$ cat config.mk
export PLATFORM = sky130hd
export DESIGN_NAME = pdp8_ram_arb
export DESIGN_NICKNAME = d
export VERILOG_FILES = /design/src/rtl/pdp8_ram_arb.sv
export SDC_FILE = /design/constraint.sdc
export NUM_CORES = 1
export LEC_CHECK = 0
export CAP_MARGIN = 15
export CORE_ASPECT_RATIO = 0.7
export CORE_MARGIN = 1
export CORE_UTILIZATION = 41
export CTS_CLUSTER_SIZE = 30
export DETAILED_ROUTE_END_ITERATION = 16
export PLACE_DENSITY = 0.84
export SKIP_LAST_GASP = 1
export SLEW_MARGIN = 5
export SYNTH_ARGS = -nofsm -noshare
export SYNTH_HDL_FRONTEND = slang
export SYNTH_SLANG_ARGS = --single-unit
$ cat constraint.sdc
create_clock -name clk -period 2.5 [get_ports clk]
set_input_delay 0.5 -clock clk [delete_from_list [all_inputs] [get_ports clk]]
set_output_delay 0.5 -clock clk [all_outputs]
set_load 0.03 [all_outputs]
$ cat src/rtl/pdp8_ram_arb.sv
// PDP-8 shared SRAM arbiter: a CPU and a DMA requester share one 32Kx12 SRAM port.
// Each access runs IDLE -> SETUP -> STROBE (WAIT_CYCLES cycles) -> HOLD.
// Ties in IDLE alternate, with DMA winning the first tie after reset.
module pdp8_ram_arb #(
  parameter int unsigned WAIT_CYCLES = 2
) (
  input  logic        clk,
  input  logic        reset,
  input  logic        cpu_req,
  input  logic        cpu_wr,
  input  logic [14:0] cpu_addr,
  input  logic [11:0] cpu_wdata,
  output logic [11:0] cpu_rdata,
  output logic        cpu_done,
  input  logic        dma_req,
  input  logic        dma_wr,
  input  logic [14:0] dma_addr,
  input  logic [11:0] dma_wdata,
  output logic [11:0] dma_rdata,
  output logic        dma_done,
  output logic [14:0] ram_addr,
  output logic [11:0] ram_wdata,
  input  logic [11:0] ram_rdata,
  output logic        ram_rd,
  output logic        ram_wr,
  output logic        busy
);

  typedef enum logic [1:0] {StIdle, StSetup, StStrobe, StHold} state_e;

  // The counter counts down to zero, so the last STROBE cycle is the one with cnt_q == 0.
  localparam logic [3:0] CntLoad = 4'(WAIT_CYCLES - 1);

  state_e      state_q, state_d;
  logic [3:0]  cnt_q, cnt_d;
  logic        last_dma_q, last_dma_d;
  logic        gnt_dma_q, gnt_dma_d;
  logic        wr_q, wr_d;
  logic [14:0] addr_q, addr_d;
  logic [11:0] wdata_q, wdata_d;
  logic [11:0] cpu_rdata_q, cpu_rdata_d;
  logic [11:0] dma_rdata_q, dma_rdata_d;

  logic any_req;
  logic pick_dma;
  logic last_strobe;

  assign any_req     = cpu_req | dma_req;
  // DMA wins when alone, or on a tie when the CPU was not the one just passed over.
  assign pick_dma    = dma_req & (~cpu_req | ~last_dma_q);
  assign last_strobe = (state_q == StStrobe) && (cnt_q == 4'd0);

  // FSM state register.
  always_ff @(posedge clk or posedge reset) begin
    if (reset) begin
      state_q <= StIdle;
    end else begin
      state_q <= state_d;
    end
  end

  // FSM next-state logic.
  always_comb begin
    state_d = state_q;
    unique case (state_q)
      StIdle:   if (any_req) state_d = StSetup;
      StSetup:  state_d = StStrobe;
      StStrobe: if (cnt_q == 4'd0) state_d = StHold;
      StHold:   state_d = StIdle;
      default:  state_d = StIdle;
    endcase
  end

  // FSM outputs decoded from the current state only.
  always_comb begin
    ram_rd   = (state_q == StStrobe) && !wr_q;
    ram_wr   = (state_q == StStrobe) && wr_q;
    cpu_done = (state_q == StHold) && !gnt_dma_q;
    dma_done = (state_q == StHold) && gnt_dma_q;
    busy     = (state_q != StIdle);
  end

  // Datapath next-state: grant latch, wait counter and read-data capture.
  always_comb begin
    cnt_d       = cnt_q;
    last_dma_d  = last_dma_q;
    gnt_dma_d   = gnt_dma_q;
    wr_d        = wr_q;
    addr_d      = addr_q;
    wdata_d     = wdata_q;
    cpu_rdata_d = cpu_rdata_q;
    dma_rdata_d = dma_rdata_q;
    if ((state_q == StIdle) && any_req) begin
      gnt_dma_d  = pick_dma;
      last_dma_d = pick_dma;
      wr_d       = pick_dma ? dma_wr    : cpu_wr;
      addr_d     = pick_dma ? dma_addr  : cpu_addr;
      wdata_d    = pick_dma ? dma_wdata : cpu_wdata;
    end
    if (state_q == StSetup) begin
      cnt_d = CntLoad;
    end
    if ((state_q == StStrobe) && (cnt_q != 4'd0)) begin
      cnt_d = cnt_q - 4'd1;
    end
    if (last_strobe && !wr_q) begin
      if (gnt_dma_q) begin
        dma_rdata_d = ram_rdata;
      end else begin
        cpu_rdata_d = ram_rdata;
      end
    end
  end

  // Datapath registers.
  always_ff @(posedge clk or posedge reset) begin
    if (reset) begin
      cnt_q       <= 4'd0;
      last_dma_q  <= 1'b0;
      gnt_dma_q   <= 1'b0;
      wr_q        <= 1'b0;
      addr_q      <= 15'd0;
      wdata_q     <= 12'd0;
      cpu_rdata_q <= 12'd0;
      dma_rdata_q <= 12'd0;
    end else begin
      cnt_q       <= cnt_d;
      last_dma_q  <= last_dma_d;
      gnt_dma_q   <= gnt_dma_d;
      wr_q        <= wr_d;
      addr_q      <= addr_d;
      wdata_q     <= wdata_d;
      cpu_rdata_q <= cpu_rdata_d;
      dma_rdata_q <= dma_rdata_d;
    end
  end

  assign ram_addr  = addr_q;
  assign ram_wdata = wdata_q;
  assign cpu_rdata = cpu_rdata_q;
  assign dma_rdata = dma_rdata_q;

endmodule

==> flow_metrics.py <==
metrics = {
    "cells_and_area": {
        "seq_area_um2": 1480,
        "stdcell_count": 432,
        "nets": 426,
        "syn_to_final_growth_pct": 59.6,
        "antenna_cells": 0,
        "postLayoutCellArea_um2": 4240,
        "drive_gt1_share_pct": 14.4,
        "multi_input_area_um2": 1120,
        "fillCellCount": 504,
    },
    "cts": {
        "cts_tree": "done",
        "cts_buffer_depth": 2,
        "htreeDepth": 3,
        "post_cts_buffers": 0,
        "clk_root_buffer_cell": "clkbuf_8",
        "cts.sinks": 59,
        "numCtsBuffers": 9,
        "hold_buffers": 0,
        "clock_latency_ns": 0.33,
        "cts.clk_slew.worst_paths_ns": 0.07,
    },
    "placement": {
        "place_area_um2": 4060,
        "placedCellCount": 416,
        "hpwl_um": 4950,
        "port_buffers": 127,
        "gp_congestion": 0.710,
    },
    "sta": {
        "finalHoldViolations": 0,
        "rsz0062_at_grt": "no",
        "slew_headroom_pct": 70.4,
        "worstMarginPinSlew_ns": 0.444,
        "max_freq_ghz": 0.422,
        "report.final.setup_viol": 0,
        "period_share_pct": 94.8,
        "slew_viol_final": 0,
        "period_needed_ns": 2.37,
        "finalClockSkew_ns": 0.0100,
        "tns_ns": 0,
    },
    "global_routing": {
        "grt_pass1_vias": 2204,
        "grt_antenna_before_repair": 0,
        "grt_max_degree": 57,
        "grt_use_total_pct": 20.2,
        "grt_pass1_wl_um": 10700,
        "grt.overflow.total": 0,
    },
    "setup_path": {
        "crit_required_ns": 2.00,
        "crit_buf_inv": 3,
        "cp_common_cell": "inv_1",
        "crit_family": "buffers and inverters",
        "crit_chain": "inv_1 > ha_1 > inv_1 > clkdlybuf4s50_1",
        "cpMaxStageDelayCell": "clkdlybuf4s50_1",
        "cp_max_fo": 6,
        "crit_path_end_kind": "output pin",
        "worstSetupPathType": "flop to output pin",
        "cp_data_arrival_time_ns": 1.87,
        "cpPeakStageDelay_ns": 0.67,
        "start_kind": "flop",
    },
    "power_and_ir_drop": {
        "ir_worst_vdd_v": 0.000803,
        "p_switching_mw": 2.30,
        "seqPwrFrac_pct": 31.0,
        "combPwrFrac_pct": 55.0,
        "sw_frac_of_total_pct": 41.7,
        "power-per-cell-area_nw_per_um2": 1300,
        "intPower_mw": 3.21,
        "leakage_nw": 1.90,
        "power.share.clock_pct": 14.0,
    },
    "route": {
        "drtIter0Drc": 75,
        "vias": 2105,
        "ant_nets": 0,
        "avgRoutedWirePerCell_um": 15.0,
        "drt-pass1-iter-count": 10,
        "vias_per_cell": 4.87,
        "routed_wl_um": 6480,
        "drc": 11,
    },
    "die": {
        "rows": 24,
        "ios": 128,
        "fp.dieH_um": 69.3,
        "die_x_um": 98.2,
        "coreArea_um2": 6250,
        "initial_core_util_pct": 42.5,
        "die-area_um2": 6810,
    },
    "logic_synthesis": {
        "seq_area_frac_synth_pct": 55.6,
        "synthCells": 217,
        "synthTopCellsByArea": "dfrtp_1 (56%), mux2i_1 (12%), mux2_2 (6.4%)",
        "syn_area_um2": 2660,
        "ys_ff_latch": 59,
        "synth_top_cell_by_area": "dfrtp_1",
        "avgSynthCellArea_um2": 12.2,
        "yosysWarnings": 0,
        "synth_top_cell_area_share_pct": 55.6,
        "syn-num-nets": 294,
        "synth_cell_types": 27,
    },
    "hold_path": {
        "hold_path.class": "flop to flop",
    },
    "outcome": {
        "violations": "DRC",
        "outcome": "finished with violations",
    },
    "run": {
        "cap_viol_max_count": 0,
    },
}
==> path summary, 6_finish.rpt <==
| kind | start | end | slack (ns) | cells after the start |
|---|---|---|---|---|
| worst max-delay path | state_q[0] | busy | 0.13 | 4 |
| worst min-delay path | ram_addr[8] | ram_addr[8] | 0.48 | 2 |
| worst max register to register | cnt_q[0] | cpu_rdata[5] | 0.47 | 5 |
| worst min register to register | ram_addr[8] | ram_addr[8] | 0.48 | 2 |
| max in group asynchronous | reset | ram_addr[8] | 1.35 | 3 |
| min in group asynchronous | reset | dma_rdata[1] | 0.49 | 2 |
==> cell families after synthesis <==
kind of cell,after synthesis,synth area share [%]
flip-flops,59,55.6
multiplexers,56,23.7
AND/OR/NAND/NOR,41,7.35
AO/OA/AOI/OAI,38,7.96
buffers and inverters,18,3.06
adder cells (fa/ha/maj),5,2.36
==> placed cells by master (no fill, tap or decap), types with 2 or more instances in the layout <==
cell,netlist,final
and2_1,2,2
buf_12,0,2
buf_4,0,4
clkbuf_8,0,10
clkdlybuf4s50_1,0,126
clkinvlp_4,0,2
dfrtp_1,59,59
ha_1,5,5
inv_1,6,5
mux2_2,15,15
mux2_4,10,10
mux2i_1,31,31
nand2_1,29,29
nor2_1,2,2
nor2b_1,2,2
o21ai_0,30,29
or3b_4,2,2
==> tightest hold or removal path, cell delays in order (launching register included) <==
cell     delay [ns]
dfrtp_1        0.34
nand2_1        0.05
o21ai_0        0.06
==> sequential cells by signal (all words and copies together) (netlist names) <==
signal     cells
cpu_rdata     12
dma_rdata     12
gnt_dma_q      1
cnt_q          4
ram_wdata     12
ram_addr      15
state_q        2
wr_q           1
==> power by group through the flow <==
stage	Combinational, mW	Clock, mW	Sequential (mW)
2_1_floorplan	0.983	0	2.49
3_3_place_gp	2.97	0	1.70
3_5_place_dp	3.06	0	1.73
4_1_cts	3.07	0.799	1.72
5_1_grt	3.22	0.840	1.77
6_report	3.03	0.772	1.71
==> final cells by class <==
type / count / share of cell area (%)
multi-input combinational: 140 / 26.4
clock buffer: 11 / 3.33
tap: 78 / 2.30
timing repair buffer: 133 / 31.7
inverter: 6 / 0.531
clock inverter: 5 / 0.885
sequential: 59 / 34.8
==> synth_stat cells <==
master	n
a22oi_1	1
a32o_1	1
nand2_1	29
and2b_1	1
ha_1	5
buf_2	5
nor2b_1	2
inv_1	6
clkbuf_1	6
and4b_1	1
or3b_4	2
mux2i_1	31
o31ai_1	1
o21ai_0	30
dfrtp_1	59
or4_1	1
a21boi_0	1
a21oi_1	1
a31oi_1	1
buf_6	1
nand2b_1	1
o22a_1	1
mux2_2	15
mux2_4	10
and2_1	2
nor2_1	2
o2bb2ai_1	1
==> per-layer routing <==
metal	global-route usage, %	share of wire, %	vias to the layer above
li1	-	-	1022
met1	25.7	43	1000
met2	33.4	49	77
met3	6.75	7.9	6
met4	4.98	0.71	0
met5	0	0	-
==> stage by stage <==
| step | hold WS, ns | setup slack [ns] | util (%) | power (mW) |
|---|---|---|---|---|
| 4_1_cts | 0.483 | 0.0178 | 67.8 | 5.59 |
| 5_1_grt | 0.501 | 0.0543 | 67.9 | 5.83 |
| 6_report | 0.476 | 0.129 | 67.9 | 5.51 |
| 2_1_floorplan | 0.464 | 0.180 | - | 3.47 |
| 3_5_place_dp | 0.469 | 0.400 | 65.0 | 4.79 |
| 3_3_place_gp | 0.463 | 0.488 | 65.0 | 4.67 |
==> timing repair <==
| item | in CTS | in global routing |
|---|---|---|
| setup endpoints to repair | 0 | 1 |
| hold endpoints to repair | 0 | 0 |
| resized for setup | 0 | 1 |
(Power assumes the default switching activity.)
